## src/rtl/hyper_uart_tx.sv

```systemverilog
// hyper_uart_tx: paces the calculator with senddata strobes, captures terminal
// characters into a small FIFO and shifts them out as 8N1 UART frames on TX.
// Define HYPER_UART_TX_PARITY_EN to insert an even-parity bit (8E1 framing).
module hyper_uart_tx #(
  parameter int CLKS_PER_BIT = 868,
  parameter int FIFO_AW      = 4,
  parameter int GAP_CLKS     = 4
) (
  input  logic               USER_CLK,
  input  logic               RESET_N,
  input  logic [7:0]         data,
  input  logic               ready,
  input  logic               itishyper,
  output logic               senddata,
  output logic               TX,
  output logic               busy,
  output logic [FIFO_AW:0]   fifo_count
);

  localparam int DEPTH      = 1 << FIFO_AW;
  localparam int BW         = $clog2(CLKS_PER_BIT);
  localparam int GW         = $clog2(GAP_CLKS + 1);
  localparam int GAP_LAST_I = (GAP_CLKS > 2) ? GAP_CLKS - 3 : 0;

  localparam logic [BW-1:0]        BAUD_LAST = BW'(CLKS_PER_BIT - 1);
  localparam logic [GW-1:0]        GAP_LAST  = GW'(GAP_LAST_I);
  localparam logic [FIFO_AW+1:0]   DEPTH_W   = (FIFO_AW+2)'(DEPTH);

  typedef enum logic [1:0] {IDLE, STROBE, CAPTURE, GAP} req_state_t;
  typedef enum logic [2:0] {T_IDLE, T_START, T_DATA, T_PAR, T_STOP} tx_state_t;

  req_state_t          req_state;
  tx_state_t           tx_state;
  logic [7:0]          mem [DEPTH];
  logic [FIFO_AW-1:0]  wr_ptr;
  logic [FIFO_AW-1:0]  rd_ptr;
  logic [GW-1:0]       gap_cnt;
  logic [BW-1:0]       baud_cnt;
  logic [2:0]          bit_idx;
  logic [7:0]          shift_reg;
  logic                push;
  logic                pop;
  logic                baud_end;
  logic                room;

  // Only the cycle right after a strobe may capture a character, and only a terminal one.
  assign push     = (req_state == CAPTURE) && ready && itishyper;
  assign baud_end = (baud_cnt == BAUD_LAST);
  // The head is taken either from idle or on the last stop-bit cycle so frames run back to back.
  assign pop      = (fifo_count != '0) &&
                    ((tx_state == T_IDLE) || ((tx_state == T_STOP) && baud_end));
  // Free-slot test includes a push landing this cycle, so a strobe never overfills the FIFO.
  assign room     = ({1'b0, fifo_count} + (FIFO_AW+2)'(push)) < DEPTH_W;

  // Request pacing: the end of the gap evaluates the idle condition in the same cycle,
  // which keeps strobes exactly GAP_CLKS apart while there is room; IDLE is where it stalls when full.
  always_ff @(posedge USER_CLK) begin
    if (!RESET_N) begin
      req_state <= IDLE;
      senddata  <= 1'b0;
      gap_cnt   <= '0;
    end else begin
      senddata <= 1'b0;
      case (req_state)
        IDLE: begin
          if (room) begin
            req_state <= STROBE;
            senddata  <= 1'b1;
          end
        end
        STROBE: req_state <= CAPTURE;
        CAPTURE: begin
          gap_cnt <= '0;
          if (GAP_CLKS > 2) begin
            req_state <= GAP;
          end else if (room) begin
            req_state <= STROBE;
            senddata  <= 1'b1;
          end else begin
            req_state <= IDLE;
          end
        end
        GAP: begin
          if (gap_cnt == GAP_LAST) begin
            if (room) begin
              req_state <= STROBE;
              senddata  <= 1'b1;
            end else begin
              req_state <= IDLE;
            end
          end else begin
            gap_cnt <= gap_cnt + GW'(1);
          end
        end
        default: req_state <= IDLE;
      endcase
    end
  end

  // Character FIFO: pointers wrap modulo depth, occupancy tracks pushes minus pops.
  always_ff @(posedge USER_CLK) begin
    if (!RESET_N) begin
      wr_ptr     <= '0;
      rd_ptr     <= '0;
      fifo_count <= '0;
    end else begin
      if (push) begin
        mem[wr_ptr] <= data;
        wr_ptr      <= wr_ptr + FIFO_AW'(1);
      end
      if (pop) begin
        rd_ptr <= rd_ptr + FIFO_AW'(1);
      end
      if (push && !pop) begin
        fifo_count <= fifo_count + (FIFO_AW+1)'(1);
      end else if (pop && !push) begin
        fifo_count <= fifo_count - (FIFO_AW+1)'(1);
      end
    end
  end

  // UART serialiser: start, eight data bits LSB first, optional parity, stop; TX and busy are registered.
  always_ff @(posedge USER_CLK) begin
    if (!RESET_N) begin
      tx_state  <= T_IDLE;
      TX        <= 1'b1;
      busy      <= 1'b0;
      baud_cnt  <= '0;
      bit_idx   <= '0;
      shift_reg <= '0;
    end else begin
      case (tx_state)
        T_IDLE: begin
          if (pop) begin
            shift_reg <= mem[rd_ptr];
            tx_state  <= T_START;
            TX        <= 1'b0;
            busy      <= 1'b1;
            baud_cnt  <= '0;
          end
        end
        T_START: begin
          if (baud_end) begin
            baud_cnt <= '0;
            bit_idx  <= '0;
            tx_state <= T_DATA;
            TX       <= shift_reg[0];
          end else begin
            baud_cnt <= baud_cnt + BW'(1);
          end
        end
        T_DATA: begin
          if (baud_end) begin
            baud_cnt <= '0;
            if (bit_idx == 3'd7) begin
`ifdef HYPER_UART_TX_PARITY_EN
              tx_state <= T_PAR;
              TX       <= ^shift_reg;
`else
              tx_state <= T_STOP;
              TX       <= 1'b1;
`endif
            end else begin
              bit_idx <= bit_idx + 3'd1;
              TX      <= shift_reg[bit_idx + 3'd1];
            end
          end else begin
            baud_cnt <= baud_cnt + BW'(1);
          end
        end
`ifdef HYPER_UART_TX_PARITY_EN
        T_PAR: begin
          if (baud_end) begin
            baud_cnt <= '0;
            tx_state <= T_STOP;
            TX       <= 1'b1;
          end else begin
            baud_cnt <= baud_cnt + BW'(1);
          end
        end
`endif
        T_STOP: begin
          if (baud_end) begin
            baud_cnt <= '0;
            if (pop) begin
              shift_reg <= mem[rd_ptr];
              tx_state  <= T_START;
              TX        <= 1'b0;
            end else begin
              tx_state <= T_IDLE;
              busy     <= 1'b0;
            end
          end else begin
            baud_cnt <= baud_cnt + BW'(1);
          end
        end
        default: begin
          tx_state <= T_IDLE;
          TX       <= 1'b1;
          busy     <= 1'b0;
        end
      endcase
    end
  end

endmodule

```

## config.mk

```make
export PLATFORM = sky130hd
export DESIGN_NAME = hyper_uart_tx
export DESIGN_NICKNAME = d
export VERILOG_FILES = /design/src/rtl/hyper_uart_tx.sv
export SDC_FILE = /design/constraint.sdc
export NUM_CORES = 1
export LEC_CHECK = 0
export BUFFER_PORTS_ARGS = -buffer_cell sky130_fd_sc_hd__buf_4
export CAP_MARGIN = 20
export CORE_MARGIN = 2
export CORE_UTILIZATION = 62
export CTS_BUF_LIST = sky130_fd_sc_hd__clkbuf_8 sky130_fd_sc_hd__clkbuf_16
export DETAILED_ROUTE_END_ITERATION = 12
export GPL_TIMING_DRIVEN = 0
export PLACE_DENSITY = 0.79
export SYNTH_ARGS = -nofsm -noshare
export SYNTH_HDL_FRONTEND = slang
export SYNTH_SLANG_ARGS = --single-unit
```

## constraint.sdc

```tcl
create_clock -name USER_CLK -period 3.5 [get_ports USER_CLK]
set_clock_uncertainty 0.1 [all_clocks]
set_input_delay 1.05 -clock USER_CLK [delete_from_list [all_inputs] [get_ports USER_CLK]]
set_output_delay 1.05 -clock USER_CLK [all_outputs]
set_load 0.03 [all_outputs]
```

==> metrics.cfg, run 1 <==
[run_status]
status = finished, final reports clean

[timing]
slew_headroom_pct = 45.0
fin_hold_ws_ns = 0.375
setup_viol = 0
final-max-slew-violation-count = 0
post-route-min-period_ns = 3.29
finalCritPeriodShare_pct = 93.9
hold_viol = 0
fmax_mhz = 304
worstMarginPinSlew_ns = 0.822

[route]
viasPerCell = 6.21
vias = 4474
finalWirelength_um = 15100
dr.pass1.iters = 5
post_drt_wl_per_cell_um = 21.0
drt_drc_violations_left = 0
ant_nets = 0
drt_iter0_drc = 509

[placed_design]
place_congestion = 0.850
place_area_mm2 = 0.00782
portBuffers = 19
dp_hpwl_um = 9760

[yosys]
synth_cell_types = 58
ys_async_sr_fraction_pct = 0
synth_top_family_by_area = multiplexers
avgSynthCellArea_um2 = 14.3
syn_inst = 521
synth_compound_area_share_pct = 6.84
synth_simple_gate_area_share_pct = 8.79
synth-edff-count = 128
syn_area_mm2 = 0.00746
synth_nets = 552
yosys.area_share.adder_pct = 3.44
ys_ff_latch = 177
synth_ff_type = edfxtp_1
synthMuxAreaShare_pct = 12.3
yosys.area_share.xor_xnor_pct = 1.76
yosys_warnings = 0
yosysSeqAreaShare_pct = 64.7

[clock_network]
clock_latency_ns = 0.42
clkTransAtPathRegs_ns = 0.06
clock-root-buffer = clkbuf_16
cts_hold_buffers = 0
ctsHtreeMaxLevel = 4
cts_buffer_depth = 2
cts_buffers = 17
clock_sinks = 177
cts_tree = built
cts_setup_buffers = 0

[grt]
overflow = 0
track_usage_pct = 25.3
grt_pass1_wl_um = 23800
grt_antenna_before_repair = 0
grt_pass1_vias = 4476
grt_max_degree = 17

[floorplan]
die_area_mm2 = 0.0129
die_y_um = 114
start_util_pct = 62.9
core_area_mm2 = 0.0119
io_pins = 20
num_rows = 40
die_w_um = 114

[worst_setup_path]
path_cells = or2_1, or4_1, o211a_4, inv_2, ha_2, inv_1, ha_1, nor2b_1, o21a_1, or3_1, a21oi_1, mux2i_1
critPathCaptureType = flop
cpPeakStageDelay_ns = 0.49
arrival_ns = 3.54
required_ns = 3.76
critPathMaxFanout = 8
critPathLaunchType = flop
cp_slowest_cell = or4_1
worstSetupPathType = reg2reg

[power]
leakage_uw = 0.00287
power_density_mw_per_mm2 = 689
vdd_drop_max_uv = 495

[min_path]
hp-class = reg2reg

[run]
maxCapViolCount = 0

[layout]
antenna_cells = 0
area_growth_pct = 12.6
final_cell_area_mm2 = 0.00840
drive_gt1_share_pct = 19.9
final_nets = 594
largest_reg_flops = 128
fill_cells = 732

-- cell families (layout without fill, tap and decap cells) --
group,count (synthesis),after routing
compound gates,79,79
xor+xnor,15,15
fa+ha+maj,20,20
buf+inv,39,91
flops,177,177
mux,56,56
simple gates,135,135
-- routing by layer --
| layer | track usage (%) | part of all wire, % | vias to the layer above |
|---|---|---|---|
| li1 | - | - | 2069 |
| met4 | 11.1 | 3.0 | 0 |
| met5 | 0 | 0 | - |
| met3 | 6.70 | 5.0 | 35 |
| met2 | 41.4 | 50 | 147 |
| met1 | 32.2 | 42 | 2223 |
-- report_power, final --
group	switching, µW	leakage [µW]	internal [µW]
clock	789	0.000273	1050
combinational	836	0.00105	611
sequential	126	0.00155	2380
-- cells in the mapped netlist, types with 9 or more instances --
library cell	n	area share, %
o21ai_1	9	0.60
o21ai_0	12	0.80
edfxtp_1	128	52
clkbuf_1	12	0.60
a21oi_1	20	1.3
mux2_2	17	2.6
nor3_1	9	0.60
mux4_2	24	7.2
nor2_1	60	3.0
nand2_1	17	0.86
ha_1	18	3.0
xor2_1	11	1.3
o22ai_1	14	1.2
nand3_1	11	0.74
dfxtp_1	49	13
inv_1	13	0.65
mux2i_1	13	1.7
-- cell type report --
class / count / area, µm² / area share, %
flip-flops and latches: 177 / 4830 / 57.5
multi-input cells: 305 / 2490 / 29.6
clock buffers: 17 / 425 / 5.06
well taps: 147 / 184 / 2.19
repair buffers: 23 / 173 / 2.06
clock inverters: 12 / 135 / 1.61
plain buffers: 25 / 116 / 1.39
inverters: 14 / 52.6 / 0.626
-- per-stage QoR --
step / cells / TNS [ns] / utilization [%] / setup slack (ns) / power (µW)
3_3_place_gp: 687 / -0.377 / 65.7 / -0.0471 / 3900
4_1_cts: 720 / 0 / 70.6 / 0.0668 / 5780
6_report: 720 / 0 / 70.8 / 0.214 / 5790
5_1_grt: 720 / -0.0124 / 70.8 / -0.0124 / 6050
2_1_floorplan: 521 / 0 / - / 0.250 / 3580
3_5_place_dp: 691 / -0.120 / 65.9 / -0.120 / 3960
-- path summary, 6_finish.rpt --
| check | endpoint | cells past startpoint | slack [ns] | start |
|---|---|---|---|---|
| worst max-delay path | fifo_count[4] | 12 | 0.21 | fifo_count[0] |
| worst min register to register | bit_idx[2] | 2 | 0.37 | bit_idx[2] |
| worst min-delay path | bit_idx[2] | 2 | 0.37 | bit_idx[2] |
| worst max register to register | fifo_count[4] | 12 | 0.21 | fifo_count[0] |
-- placed cells by master (no fill, tap or decap), types with 12 or more instances in the layout --
cell / instances
clkbuf_16: 17
nand2_1: 17
o21ai_0: 12
edfxtp_1: 128
inv_1: 13
dfxtp_1: 48
clkbuf_1: 12
ha_1: 16
mux2i_1: 13
nor2_1: 60
a21oi_1: 20
o22ai_1: 14
buf_4: 25
mux2_2: 17
mux4_2: 24
-- critical path, delay by kind of cell, from the launching register on --
family	cells	cell delay (ns)
AO/OA/AOI/OAI	3	0.58
adder cells (fa/ha/maj)	2	0.55
multiplexers	1	0.19
buffers and inverters	2	0.22
flip-flops	1	0.38
AND/OR/NAND/NOR	4	1.21
-- what timing repair did --
item                       in CTS  in global routing
resized for setup               0                  5
setup endpoints to repair       0                  1
hold endpoints to repair        0                  0
Note: power is estimated with default switching activity, not from simulation.
==> run 2, diff against run 1 <==
--- a/config.mk
+++ b/config.mk
@@ -8,11 +8,11 @@
 export BUFFER_PORTS_ARGS = -buffer_cell sky130_fd_sc_hd__buf_4
 export CAP_MARGIN = 20
 export CORE_MARGIN = 2
-export CORE_UTILIZATION = 62
+export CORE_UTILIZATION = 50
 export CTS_BUF_LIST = sky130_fd_sc_hd__clkbuf_8 sky130_fd_sc_hd__clkbuf_16
 export DETAILED_ROUTE_END_ITERATION = 12
 export GPL_TIMING_DRIVEN = 0
-export PLACE_DENSITY = 0.79
+export PLACE_DENSITY = 0.66
 export SYNTH_ARGS = -nofsm -noshare
 export SYNTH_HDL_FRONTEND = slang
 export SYNTH_SLANG_ARGS = --single-unit
==> metrics.cfg, run 2 (synthesized netlist as in run 1, its figures left out) <==
[layout]
drive_gt1_share_pct = 20.6  ; was 19.9%
antenna_cells = 0  ; unchanged
fill_cells = 1129  ; was 732
fin_cells = 758  ; was 720
layout_commonest_cell = edfxtp_1  ; unchanged
area_growth_pct = 13.7  ; was 12.6%
final_nets = 594  ; unchanged
final_cell_mix = 128 x edfxtp_1, 60 x nor2_1, 47 x dfxtp_1  ; was 128 x edfxtp_1, 60 x nor2_1, 48 x dfxtp_1
largest_reg_flops = 128  ; unchanged

[power]
combinationalPowerShare_pct = 24.5  ; was 25.0%
leakage_uw = 0.00290  ; was 0.00287 µW
power_uw = 5890  ; was 5790 µW
switchingPower_uw = 1760  ; was 1750 µW
power_density_mw_per_mm2 = 695  ; was 689 mW/mm²
seqPwrFrac_pct = 42.5  ; was 43.3%
swShare_pct = 29.9  ; was 30.3%
p_int_uw = 4130  ; was 4040 µW
vdd_drop_max_uv = 451  ; was 495 µV
p_clk_share_pct = 32.9  ; was 31.7%

[worst_setup_path]
cpPeakStageDelay_ns = 0.45  ; was 0.49 ns
critPathMaxFanout = 8  ; unchanged
r2r_cells = 12  ; unchanged
r2r-end = fifo_count[4]  ; unchanged
path_cells = or2_1, or4_4, o211a_4, inv_2, ha_2, inv_1, ha_1, nor2b_1, o21a_1, or3_1, a21oi_1, mux2i_1  ; was or2_1, or4_1, o211a_4, inv_2, ha_2, inv_1, ha_1, nor2b_1, o21a_1, or3_1, a21oi_1, mux2i_1
rrSetupSlack_ns = 0.25  ; was 0.21 ns
cpLargestDelayFamily = simple AND/OR/NAND/NOR gates  ; unchanged
timing.rr.start = fifo_count[0]  ; unchanged
worstSetupPathType = reg2reg  ; unchanged
cp_slowest_cell = or4_4  ; was or4_1
critPathLaunchType = flop  ; unchanged
critPathCaptureType = flop  ; unchanged
required_ns = 3.76  ; about the same
cp_num_buf_inv = 2  ; unchanged
arrival_ns = 3.50  ; was 3.54 ns

[floorplan]
start_util_pct = 51.3  ; was 62.9%
core_area_mm2 = 0.0145  ; was 0.0119 mm²
die_area_mm2 = 0.0159  ; was 0.0129 mm²
die_w_um = 126  ; was 114 µm
num_rows = 44  ; was 40
io_pins = 20  ; unchanged
die_y_um = 126  ; was 114 µm

[grt]
grt_max_degree = 17  ; unchanged
grt_antenna_before_repair = 0  ; unchanged
grt_pass1_wl_um = 23800  ; about the same
overflow = 0  ; unchanged
grt_pass1_vias = 4392  ; was 4,476
track_usage_pct = 19.9  ; was 25.3%

[timing]
rsz0062_at_grt = false
fmax_mhz = 308  ; was 304 MHz
slew_headroom_pct = 44.5  ; was 45.0%
final-max-slew-violation-count = 0  ; unchanged
hold_viol = 0  ; unchanged
layout_setup_ws_ns = 0.254  ; was 0.214 ns
finalCritPeriodShare_pct = 92.7  ; was 93.9%
post-route-min-period_ns = 3.25  ; was 3.29 ns
worstMarginPinSlew_ns = 0.829  ; was 0.822 ns
setup_viol = 0  ; unchanged

[route]
ant_nets = 0  ; unchanged
vias = 4390  ; was 4,474
drt_iter0_drc = 353  ; was 509
post_drt_wl_per_cell_um = 19.6  ; was 21.0 µm
dr.pass1.iters = 5  ; unchanged
drt_drc_violations_left = 0  ; unchanged
viasPerCell = 5.79  ; was 6.21
finalWirelength_um = 14800  ; was 15,100 µm

[placed_design]
portBuffers = 19  ; unchanged
place_congestion = 0.823  ; was 0.850
dp_hpwl_um = 10000  ; was 9760 µm
place_ws_ns = -0.134  ; was -0.120 ns
dp_cells = 728  ; was 691

[run]
maxCapViolCount = 0  ; unchanged

[clock_network]
clock_sinks = 177  ; unchanged
cts_tree = built  ; unchanged
cts_buffer_depth = 2  ; unchanged
clock-root-buffer = clkbuf_16  ; unchanged
cts_hold_buffers = 0  ; unchanged
ctsHtreeMaxLevel = 4  ; unchanged
cts_setup_buffers = 0  ; unchanged
clkTransAtPathRegs_ns = 0.07  ; was 0.06 ns
cts_buffers = 17  ; unchanged
cts_resized = 0  ; unchanged
clock_latency_ns = 0.43  ; was 0.42 ns

[min_path]
hold_depth = 2  ; unchanged
min_to = bit_idx[2]  ; unchanged
hp-start = bit_idx[2]  ; unchanged
hp-class = reg2reg  ; unchanged

[run_status]
status = finished, final reports clean  ; unchanged

==> run 2: power by group through the flow <==
| stage | clock [µW] | combinational (µW) | sequential [µW] |
|---|---|---|---|
| global placement | 0 | 1380 | 2540 |
| floorplan | 0 | 991 | 2590 |
| global route | 2060 | 1590 | 2530 |
| finish | 1940 | 1450 | 2510 |
| CTS | 1970 | 1430 | 2500 |
| detailed placement | 0 | 1420 | 2550 |
==> run 2: worst min-delay path: stages, from the launching register on <==
cell and delay [ns]:
dfxtp_1 0.31, nand2_1 0.05, a21oi_1 0.05
==> run 2: layout make-up <==
cell class	instances	area (µm²)	share of cell area [%]
inverter	14	52.6	0.619
multi-input combinational	305	2490	29.4
buffer	25	116	1.37
clock buffer	17	425	5.01
sequential	177	4830	56.9
timing repair buffer	23	168	1.98
tap	184	230	2.71
clock inverter	13	175	2.06
==> run 2: worst max path at each step <==
stage	depth (start not counted)	endpoint	start	slack (ns)
after floorplan	10	fifo_count[4]	ready	0.25
after global placement	5	mem[1][3]	ready	-0.08
after detailed placement	11	fifo_count[4]	ready	-0.13
after CTS	13	fifo_count[4]	baud_cnt[0]	0.06
after global routing	12	fifo_count[4]	req_state[0]	0.05
final	12	fifo_count[4]	fifo_count[0]	0.25
==> run 2: stage by stage <==
step	hold slack (ns)	area (µm²)	utilization, %	TNS (ns)
2_1_floorplan	0.336	7460	-	0
3_3_place_gp	0.346	7840	53.9	-1.74
3_5_place_dp	0.357	7860	54.1	-0.134
4_1_cts	0.365	8460	58.2	0
5_1_grt	0.400	8490	58.4	0
6_report	0.365	8490	58.4	0
==> run 2: per-layer routing <==
layer | global-route usage, % | vias up | part of all wire [%]
li1 | - | 2069 | -
met1 | 26.3 | 2182 | 44
met2 | 33.1 | 128 | 51
met3 | 5.31 | 11 | 4.6
met4 | 4.85 | 0 | 0.67
met5 | 0 | - | 0
==> run 3, diff against run 2 <==
==> constraint.sdc (replaced) <==
create_clock -name USER_CLK -period 3 [get_ports USER_CLK]
set_clock_uncertainty 0.1 [all_clocks]
set_input_delay 0.9 -clock USER_CLK [delete_from_list [all_inputs] [get_ports USER_CLK]]
set_output_delay 0.9 -clock USER_CLK [all_outputs]
set_load 0.03 [all_outputs]
==> metrics.cfg, run 3 (synthesized netlist as in run 1, its figures left out) <==
[timing]
hold_viol = 0  ; unchanged
post-route-min-period_ns = 2.91  ; was 3.25 ns
layout_setup_ws_ns = 0.0874  ; was 0.254 ns
fmax_mhz = 343  ; was 308 MHz
fin_tns_setup_ns = 0  ; unchanged
worstMarginPinSlew_ns = 0.789  ; was 0.829 ns
setup_viol = 0  ; unchanged
rsz0062_at_grt = false  ; unchanged
finalCritPeriodShare_pct = 97.1  ; was 92.7%
slew_headroom_pct = 47.2  ; was 44.5%
final-max-slew-violation-count = 0  ; unchanged

[power]
leakage_uw = 0.00293  ; was 0.00290 µW
power_density_mw_per_mm2 = 810  ; was 695 mW/mm²
power_uw = 6960  ; was 5890 µW
vdd_drop_max_uv = 798  ; was 451 µV

[floorplan]
num_rows = 44  ; unchanged
start_util_pct = 51.3  ; unchanged
io_pins = 20  ; unchanged
die_area_mm2 = 0.0159  ; unchanged
core_area_mm2 = 0.0145  ; unchanged
die_w_um = 126  ; unchanged
die_y_um = 126  ; unchanged

[layout]
area_growth_pct = 15.1  ; was 13.7%
layout_commonest_cell = edfxtp_1  ; unchanged
antenna_cells = 0  ; unchanged
drive_gt1_share_pct = 23.0  ; was 20.6%
final_nets = 601  ; was 594
final_cell_mix = 128 x edfxtp_1, 60 x nor2_1, 45 x dfxtp_1  ; was 128 x edfxtp_1, 60 x nor2_1, 47 x dfxtp_1
largest_reg_flops = 128  ; unchanged

[min_path]
hold_depth = 2  ; unchanged
hp-class = reg2reg  ; unchanged
hp-start = bit_idx[1]  ; was bit_idx[2]
min_to = bit_idx[1]  ; was bit_idx[2]

[clock_network]
clkTransAtPathRegs_ns = 0.07  ; about the same
ctsHtreeMaxLevel = 4  ; unchanged
cts_buffer_depth = 2  ; unchanged
cts_tree = built  ; unchanged
cts_hold_buffers = 0  ; unchanged
clock_sinks = 177  ; unchanged
clock_latency_ns = 0.43  ; about the same
cts_buffers = 17  ; unchanged
clock-root-buffer = clkbuf_16  ; unchanged

[placed_design]
portBuffers = 19  ; unchanged
place_congestion = 0.851  ; was 0.823
place_ws_ns = -0.301  ; was -0.134 ns
dp_hpwl_um = 9940  ; was 10,000 µm

[grt]
grt_max_degree = 19  ; was 17
track_usage_pct = 20.1  ; was 19.9%
grt_pass1_vias = 4501  ; was 4,392
overflow = 0  ; unchanged
grt_pass1_wl_um = 24000  ; was 23,800 µm
grt_antenna_before_repair = 0  ; unchanged

[route]
drt_drc_violations_left = 0  ; unchanged
ant_nets = 0  ; unchanged
drt_iter0_drc = 353  ; unchanged
post_drt_wl_per_cell_um = 19.5  ; was 19.6 µm
finalWirelength_um = 15000  ; was 14,800 µm
dr.pass1.iters = 5  ; unchanged
viasPerCell = 5.72  ; was 5.79
vias = 4391  ; was 4,390

[run]
maxCapViolCount = 0  ; unchanged

[worst_setup_path]
critPathLaunchType = flop  ; unchanged
r2r_cells = 12  ; unchanged
r2r-end = fifo_count[4]  ; unchanged
worstSetupPathType = reg2reg  ; unchanged
arrival_ns = 3.17  ; was 3.50 ns
timing.rr.start = fifo_count[0]  ; unchanged
rrSetupSlack_ns = 0.09  ; was 0.25 ns
critPathCaptureType = flop  ; unchanged
required_ns = 3.25  ; was 3.76 ns
critPathMaxFanout = 5  ; was 8

[run_status]
status = finished, final reports clean  ; unchanged

[run 3: cell types whose count changed in the layout (fill, tap and decap cells not counted), sizes merged]
cell | previous run | this run
buf | 35 | 42
bufinv | 3 | 1
clkinvlp | 0 | 2
inv | 20 | 22
[run 3: how the worst max path moves through the flow]
stage / start / endpoint / cells after the start
5_1_grt: baud_cnt[0] / fifo_count[4] / 13
2_1_floorplan: fifo_count[0] / fifo_count[4] / 12
4_1_cts: baud_cnt[0] / fifo_count[4] / 13
3_5_place_dp: baud_cnt[0] / fifo_count[4] / 13
6_report: fifo_count[0] / fifo_count[4] / 12
3_3_place_gp: ready / mem[1][1] / 5
[run 3: worst max-delay path, stage by stage (launching register included)]
cell and delay (ns):
dfxtp_4 0.36, or2_1 0.24, or4_4 0.50, o211a_4 0.18, inv_6 0.06, ha_4 0.14, inv_2 0.06, ha_4 0.21
nor2b_1 0.13, o21a_1 0.18, or3_4 0.33, a21oi_2 0.14, mux2i_1 0.20
[run 3: through the flow]
step | util (%) | instances | area, µm² | hold WS, ns
final | 59.1 | 767 | 8590 | 0.368
after detailed placement | 54.2 | 728 | 7880 | 0.366
after floorplan | - | 521 | 7480 | 0.336
after global placement | 54.0 | 724 | 7860 | 0.346
after global routing | 59.1 | 767 | 8590 | 0.391
after CTS | 58.6 | 761 | 8520 | 0.376
[run 3: final cells by class]
| type | count | area [µm²] |
|---|---|---|
| multi-input combinational | 305 | 2530 |
| buffer | 25 | 118 |
| timing repair buffer | 30 | 223 |
| fill | 1134 | 5950 |
| clock inverter | 15 | 163 |
| sequential | 177 | 4840 |
| clock buffer | 17 | 425 |
| tap | 184 | 230 |
| inverter | 14 | 57.6 |
[run 3: metal layers]
layer | wire length (µm) | global-route usage, %
met2 | 7280 | 32.3
met4 | 304 | 6.92
met3 | 663 | 5.40
met5 | 0 | 0
met1 | 6720 | 26.8
[run 3: what timing repair did]
item | 4_1_cts | 5_1_grt
setup buffers | 1 | 6
pin swaps | 1 | 3
endpoints found under the hold margin | 0 | 0
endpoints found under the setup margin | 2 | 1
gates resized for setup | 9 | 5
[run 3: where the power goes]
part           switching, µW  leakage [µW]  total, µW  internal [µW]
Combinational           1020       0.00109       1830            815
Clock                   1000      0.000283       2190           1180
Sequential               153       0.00155       2940           2780
Total                   2170       0.00293       6960           4780
